File: config.mk
export PLATFORM = sky130hd
export DESIGN_NAME = adder_sequencer_flat
export DESIGN_NICKNAME = d
export VERILOG_FILES = /design/src/rtl/adder_seq_pkg.sv /design/src/rtl/adder_sequencer_if.sv /design/src/rtl/adder_sequencer_ripple_carry.sv /design/src/rtl/adder_sequencer.sv /design/src/flat_wrapper.sv
export SDC_FILE = /design/constraint.sdc
export NUM_CORES = 1
export LEC_CHECK = 0
export CORE_MARGIN = 8
export CORE_UTILIZATION = 50
export DETAILED_ROUTE_END_ITERATION = 6
export PLACE_DENSITY = 0.79
export SYNTH_ARGS = -nofsm -noshare
export SYNTH_HDL_FRONTEND = slang
export SYNTH_SLANG_ARGS = --single-unit
File: constraint.sdc
create_clock -name clk -period 3.31 [get_ports clk]
set_clock_uncertainty 0.15 [all_clocks]
set_input_delay 0.331 -clock clk [delete_from_list [all_inputs] [get_ports clk]]
set_output_delay 0.331 -clock clk [all_outputs]
set_load 0.03 [all_outputs]
File: src/rtl/adder_seq_pkg.sv
// Shared sizing and FSM state type for the slice-serial adder.
package adder_seq_pkg;

    localparam int unsigned SLICE_W    = 3;
    localparam int unsigned NUM_SLICES = 4;
    localparam int unsigned WIDTH      = SLICE_W * NUM_SLICES;
    // Guard keeps the index at least one bit wide if NUM_SLICES is ever 1.
    localparam int unsigned IDX_W      = (NUM_SLICES > 1) ? $clog2(NUM_SLICES) : 1;

    typedef enum logic [1:0] {
        StIdle = 2'd0,
        StRun  = 2'd1,
        StDone = 2'd2
    } seq_state_e;

endpackage

File: src/rtl/adder_sequencer_if.sv
// Start/done request bus between a requester and the adder sequencer.
interface adder_sequencer_if;
    import adder_seq_pkg::*;

    logic             start;
    logic [WIDTH-1:0] a;
    logic [WIDTH-1:0] b;
    logic             c_in;
    logic             busy;
    logic             done;
    logic [WIDTH-1:0] sum;
    logic             c_out;

    modport master (
        output start, a, b, c_in,
        input  busy, done, sum, c_out
    );

    modport slave (
        input  start, a, b, c_in,
        output busy, done, sum, c_out
    );

endinterface

File: src/rtl/adder_sequencer_ripple_carry.sv
// Purely combinational W-bit ripple-carry slice adder.
module ripple_carry #(
    parameter int unsigned W = 3
) (
    input  logic [W-1:0] a,
    input  logic [W-1:0] b,
    input  logic         c_in,
    output logic [W-1:0] sum,
    output logic         c_out
);

    logic [W:0] carry;

    // Bit-serial carry ripple from LSB to MSB.
    always_comb begin
        sum      = '0;
        carry    = '0;
        carry[0] = c_in;
        for (int i = 0; i < int'(W); i++) begin
            sum[i]       = a[i] ^ b[i] ^ carry[i];
            carry[i + 1] = (a[i] & b[i]) | (carry[i] & (a[i] ^ b[i]));
        end
    end

    assign c_out = carry[W];

endmodule

File: src/rtl/adder_sequencer.sv
// Wide adder that reuses one SLICE_W-bit slice adder, one slice per clock, LSB first.
module adder_sequencer
    import adder_seq_pkg::*;
(
    input logic               clk,
    input logic               rst_n,
    adder_sequencer_if.slave  bus
);

    seq_state_e       state_q;
    logic [WIDTH-1:0] a_q;
    logic [WIDTH-1:0] b_q;
    logic             carry_q;
    logic [IDX_W-1:0] idx_q;
    logic [WIDTH-1:0] sum_q;
    logic             c_out_q;

    logic [SLICE_W-1:0] slice_a;
    logic [SLICE_W-1:0] slice_b;
    logic [SLICE_W-1:0] slice_sum;
    logic               slice_cout;

    assign slice_a = a_q[idx_q * SLICE_W +: SLICE_W];
    assign slice_b = b_q[idx_q * SLICE_W +: SLICE_W];

    ripple_carry #(
        .W (SLICE_W)
    ) u_slice (
        .a     (slice_a),
        .b     (slice_b),
        .c_in  (carry_q),
        .sum   (slice_sum),
        .c_out (slice_cout)
    );

    // Sequencer FSM: accept in idle/done, one slice per RUN cycle, done pulse after last slice.
    always_ff @(posedge clk or negedge rst_n) begin
        if (!rst_n) begin
            state_q <= StIdle;
            a_q     <= '0;
            b_q     <= '0;
            carry_q <= 1'b0;
            idx_q   <= '0;
            sum_q   <= '0;
            c_out_q <= 1'b0;
        end else begin
            unique case (state_q)
                StIdle, StDone: begin
                    if (bus.start) begin
                        a_q     <= bus.a;
                        b_q     <= bus.b;
                        carry_q <= bus.c_in;
                        idx_q   <= '0;
                        state_q <= StRun;
                    end else begin
                        state_q <= StIdle;
                    end
                end
                StRun: begin
                    sum_q[idx_q * SLICE_W +: SLICE_W] <= slice_sum;
                    carry_q                           <= slice_cout;
                    if (idx_q == IDX_W'(NUM_SLICES - 1)) begin
                        c_out_q <= slice_cout;
                        state_q <= StDone;
                    end else begin
                        idx_q <= idx_q + 1'b1;
                    end
                end
                default: state_q <= StIdle;
            endcase
        end
    end

    // Status decoded from registered state only, so glitch-free.
    assign bus.busy  = (state_q == StRun);
    assign bus.done  = (state_q == StDone);
    assign bus.sum   = sum_q;
    assign bus.c_out = c_out_q;

endmodule

File: src/flat_wrapper.sv
// flat-port wrapper written by rule: the top's interface ports become plain ports
module adder_sequencer_flat import adder_seq_pkg::*;
  (clk, rst_n, bus_start, bus_a, bus_b, bus_c_in, bus_busy, bus_done, bus_sum, bus_c_out);
  adder_sequencer_if bus_i ();
  input logic clk;
  input logic rst_n;
  input wire logic [$bits(bus_i.start)-1:0] bus_start;
  input wire logic [$bits(bus_i.a)-1:0] bus_a;
  input wire logic [$bits(bus_i.b)-1:0] bus_b;
  input wire logic [$bits(bus_i.c_in)-1:0] bus_c_in;
  output wire logic [$bits(bus_i.busy)-1:0] bus_busy;
  output wire logic [$bits(bus_i.done)-1:0] bus_done;
  output wire logic [$bits(bus_i.sum)-1:0] bus_sum;
  output wire logic [$bits(bus_i.c_out)-1:0] bus_c_out;
  assign bus_i.start = bus_start;
  assign bus_i.a = bus_a;
  assign bus_i.b = bus_b;
  assign bus_i.c_in = bus_c_in;
  assign bus_busy = bus_i.busy;
  assign bus_done = bus_i.done;
  assign bus_sum = bus_i.sum;
  assign bus_c_out = bus_i.c_out;
  adder_sequencer u_core (.clk(clk), .rst_n(rst_n), .bus(bus_i));
endmodule
=== After elaboration in Yosys (flattened, before gate mapping) ===
Cells that the tools add are included.

* Add/sub/neg operators: 2
* Multiply operators: 1
* Divide/modulo/power cells: 0
* Order comparisons: 0
* Equality and inequality tests: 6
* Shift-type cells: 4
* Multiplexer cells: 9
* Bitwise gates (word level): 15
* Reductions and logical operators: 7

{| class="wikitable"
|+ Operator list
! operator !! number
|-
| negator 4 -> 34 bit || 1
|-
| variable shift 3 x 34 -> 12 bit (first input constant) || 1
|-
| indexed part select 3 x 34 -> 12 bit || 1
|-
| indexed part select 12 x 5 -> 3 bit || 2
|-
| bitwise mux 12 bit || 1
|-
| case mux 2 bit (2 select lines) || 2
|-
| AND 1 bit || 6
|-
| two-way mux 2 bit || 3
|-
| AND reduction 2 bit || 3
|-
| bitwise XOR 1 bit || 6
|-
| equality test 2 bit (second input constant) || 2
|-
| multiplier 2 x 2 -> 4 bit (second input constant) || 1
|-
| inequality test 2 bit (second input constant) || 2
|-
| OR 1 bit || 3
|-
| AND reduction 3 bit || 1
|-
| adder 2 x 1 -> 2 bit (second input constant) || 1
|-
| equality test 2 x 1 -> 1 bit (second input constant) || 1
|-
| zero test 2 bit || 1
|-
| two-way mux 1 bit || 2
|-
| inequality test 2 x 1 -> 1 bit (second input constant) || 1
|-
| case mux 1 bit (2 select lines) || 1
|-
| nonzero test 2 bit || 1
|-
| OR reduction 2 bit || 1
|}

* Register bits: 42
* Latch bits: 0
* RAM bits: 0
* Bits in read-only memories: 0
* Input port bits: 28
* Output and inout bits: 15
* Logic and storage cells: 51
* Memories kept: 0

=== Depth between registers and ports, before layout ===
* Word-level depth: 10
* Mapped depth: 9
* Gate-level depth less buffers: 8

=== By module ===
A second synthesis with hierarchy kept.

* Cell total of the unflattened synthesis: 197
* Area total of the unflattened synthesis: 2031.9 um^2

{| class="wikitable"
|+ By module, submodules not included
! module !! times used !! cells an instance !! area each (um^2) !! sequential area each (um^2)
|-
| adder_sequencer || 1 || 184 || 1934.4 || 1051.0
|-
| ripple_carry || 1 || 13 || 97.6 || 0.0
|}

=== Worst setup path after synthesis ===
OpenSTA, ideal clock, no wires.

* Path kind: reg2reg
* Start: register u_core.idx_q[0]
* End: register u_core.sum_q[11], in the netlist u_core.bus.sum[11]
* Setup time: 0.121 ns
* Arrival: 2.412 ns
* Required time: 3.039 ns
* Slack: 0.627 ns
* Stages on the path, launching flop included: 9
* Path buffers: 1
* Period minus slack after synthesis: 2.683 ns
* Cell sequence: dfrtp_1 buf_6 mux4_2 fa_1 inv_1 fa_1 inv_1 fa_1 a22o_1

* Cells in the longest elaborated chain, start to end: 10
* Elaborated cells on any way between the ends: 19
* Those cells by class: add/sub (1); mul (1); shift (4); mux (1); bitwise (12)

{| class="wikitable"
|+ Ends and longest elaborated chain
! element !! RTL line !! text
|-
| from (decl) || adder_sequencer.sv:14 || <nowiki>logic [IDX_W-1:0] idx_q;</nowiki>
|-
| from (signal assigned) || adder_sequencer.sv:66 || <nowiki>idx_q <= idx_q + 1'b1;</nowiki>
|-
| multiplier 2 x 2 -> 4 bit (*) || adder_sequencer.sv:23, adder_sequencer.sv:24, adder_sequencer.sv:60 ||
|-
| indexed part select 12 x 5 -> 3 bit (on tied branches) || adder_sequencer.sv:23, adder_sequencer.sv:24 ||
|-
| bitwise XOR 1 bit || adder_sequencer_ripple_carry.sv:20, adder_sequencer_ripple_carry.sv:21 ||
|-
| AND 1 bit || adder_sequencer_ripple_carry.sv:21 || <nowiki>carry[i + 1] = (a[i] & b[i]) | (carry[i] & (a[i] ^ b[i]));</nowiki>
|-
| OR 1 bit || adder_sequencer_ripple_carry.sv:21 ||
|-
| AND 1 bit || adder_sequencer_ripple_carry.sv:21 ||
|-
| OR 1 bit || adder_sequencer_ripple_carry.sv:21 ||
|-
| bitwise XOR 1 bit || adder_sequencer_ripple_carry.sv:20 || <nowiki>sum[i] = a[i] ^ b[i] ^ carry[i];</nowiki>
|-
| indexed part select 3 x 34 -> 12 bit || adder_sequencer.sv:60 || <nowiki>sum_q[idx_q * SLICE_W +: SLICE_W] <= slice_sum;</nowiki>
|-
| bitwise mux 12 bit (*) || adder_sequencer.sv:60 ||
|-
| to (signal, indexed assignment) || adder_sequencer.sv:60 ||
|-
| to (decl) || adder_sequencer.sv:15 || <nowiki>logic [WIDTH-1:0] sum_q;</nowiki>
|}

Every way passes the cells marked *; elsewhere a longest branch is shown, timed or not.
A chain may end at the register's enable or synchronous reset.

=== Worst setup path in the final report ===
* Start: register u_core.idx_q[0]
* End: register u_core.sum_q[8], in the netlist u_core.bus.sum[8]

Same word-level chain as after synthesis.

==> run metrics <==
run status=completed; cell area after synthesis=around 2000 um2; Root Driver=clkbuf_8; TritonCTS clock tree=built; Critical Path AT=2730 ps; final cell count without fillers=~270; gr busiest metal=met2; Int Pwr=around 1400 uW; die area=around 6200 um2; Setup Crit Path Kind=flop to flop; DR WL/cell=about 15 um; critical path capture point type=flop; most used flip-flop cell after synthesis=dfrtp_1; Switching Power=between 900 and 1000 uW; Hold Vio Cnt, Final=0; Antenna Cells=0; drt total wl=just over 4000 um; first-pass GRT wire length=6980 um; area grow syn2layout=27.3%; FFs w/ async S/R, synth=100%; CTS Hold Bufs=0; fmax=372 MHz; H-tree levels=2; Data required, critical path=3350 ps; Port Buffers=42; Power Dens Cells=between 900 and 1000 nW/um2; cts bufs inserted=5; Nets=259; I/O pin total=43; 1st-pass router iterations=4; flops & latches, synth=between 40 and 50; number of library cell types mapped by synthesis=24; most frequent cells after synthesis=74 x nand2_1, 42 x dfrtp_1, 12 x a22o_1, 8 x inv_1, 6 x ha_1; via/cell ratio=~5.1; Post-synth EDFFs=0; share of cells above drive strength 1=under 10%; largest net degree at the start of global routing=between 40 and 50; vias in the first global route=between 1k and 1.5k; Max Fanout on Critical Path=5; cell count after synthesis=180; register area share after synthesis=between 50% and 60%; # placed instances=about 260; CP Launch Type=flop; RSZ-0062 raised after global routing=false; Resize count post-CTS=0; grt ovf=0; minimum clock period=2690 ps; die height=a little under 80 um; RePlAce Congestion=between 0.7 and 0.8; Seq pwr share=between 30% and 40%; clock share of power=~15%; max_slew headroom=33.5%; Tightest Pin Transition=997 ps; MaxCap Viol Count=0; CTS Sinks=42; setup_tns=0 ps; Yosys top cell area share=between 50% and 60%; post-CTS setup buffer count=0; DRT antenna net count=0; Comb pwr share=roughly 48%; R2R setup slack=between 600 and 700 ps; Total GRT Usage=14.3%; Longest Clk Path Bufs=2; Final Max Tran Viols=0; Iteration-0 DRC Markers=79; DR DRC count=0; clock slew at reported path FFs=about 80 ps; syn_area_per_cell=around 11 um2; period utilization=about 81%; Area contributors post-synth=dfrtp_1 54%, nand2_1 14%, a22o_1 5.4%; Starting Density=roughly 53%; clock latency on the worst-skew pair=310 ps; DP HPWL=3080 um; met3 Usage GRT=5.58%; HP Class=primary input to asynchronous set/reset pin; Chip Width=about 79 um; Leak=around 0.0012 uW; Yosys top cell by area=dfrtp_1; met1 usage=18.6%; switching share of power=roughly two fifths; Syn Nets=around 220; Setup Viol. Count Final=0; met2 Use GR=a little over a fifth; row cnt=22; via count=~1.4k; core area=roughly 3700 um2; antenna violations before repair=0; count leader, synth=nand2_1; Warnings, synthesis=0; Max VDD drop=between 0.3 and 0.4 mV
critical path, stage by stage, from the launching register on:
cell,delay (ps)
dfrtp_1,480
mux4_2,560
fa_1,390
inv_1,70
fa_1,160
inv_1,50
fa_1,490
a22o_1,230
worst paths after layout:
check | from | endpoint | cells past startpoint
worst min-delay path | rst_n | u_core.b_q[8] | 1
worst min register to register | u_core.a_q[11] | u_core.a_q[11] | 2
worst max-delay path | u_core.idx_q[0] | u_core.bus.sum[8] | 7
min in group clk | u_core.a_q[11] | u_core.a_q[11] | 2
worst max register to register | u_core.idx_q[0] | u_core.bus.sum[8] | 7
max in group asynchronous | rst_n | u_core.bus.sum[4] | 1
state kept, by name, indices dropped and copies added (netlist names):
register	flops
u_core.a_q	12
u_core.b_q	12
u_core.bus.sum	12
u_core.idx_q	2
u_core.state_q	2
u_core.bus.c_out	1
u_core.carry_q	1
power by group through the flow:
| stage | logic [uW] | registers [uW] | clock network (uW) |
|---|---|---|---|
| after floorplan | 765 | 912 | 0 |
| after global placement | 1090 | 885 | 0 |
| after detailed placement | 1140 | 892 | 0 |
| after CTS | 1140 | 885 | 350 |
| after global routing | 1250 | 914 | 379 |
| final | 1120 | 885 | 345 |
placed cells by master, fill, tap and decap left out, types with 2 or more instances in the layout:
cell,instances
fa_1,3
dfrtp_1,42
o21ai_0,3
clkdlybuf4s50_1,41
nor4_2,3
nand3_1,2
mux4_2,4
nand3b_1,4
nand2_1,74
a22o_1,12
inv_1,8
clkbuf_8,6
ha_1,6
mux4_1,2
metrics by stage:
step	power, uW	area [um2]	utilization [%]	hold WS [ps]	setup slack [ps]
2_1_floorplan	1680	1960	-	-115	627
3_3_place_gp	1980	2400	64.5	305	670
3_5_place_dp	2030	2400	64.5	315	615
4_1_cts	2380	2490	67.1	28.3	599
5_1_grt	2550	2490	67.1	67.0	523
6_report	2350	2490	67.1	0.207	622
area by class of cell:
cell class	count	area [um2]
Fill cell	306	1220
Sequential cell	42	1050
Multi-Input combinational cell	122	833
Timing Repair Buffer	43	423
Clock buffer	6	82.6
Tap cell	48	60.1
Inverter	8	30.0
Clock inverter	2	12.5
cells by family (layout without fill, tap and decap cells):
logic type	Yosys count	count (layout)	synth area share (%)
mux	8	8	8.37
fa+ha+maj	9	9	6.90
simple gates	90	90	21.2
buf+inv	16	59	3.77
flops	42	42	53.7
compound gates	15	15	6.13
routing by layer:
metal	wire (um)	vias to the layer above	share of wire [%]
met3	222	8	5.5
met2	1880	40	47
li1	-	680	-
met4	61	0	1.5
met5	0	-	0
met1	1870	642	46
Note: power is estimated with default switching activity, not from simulation.
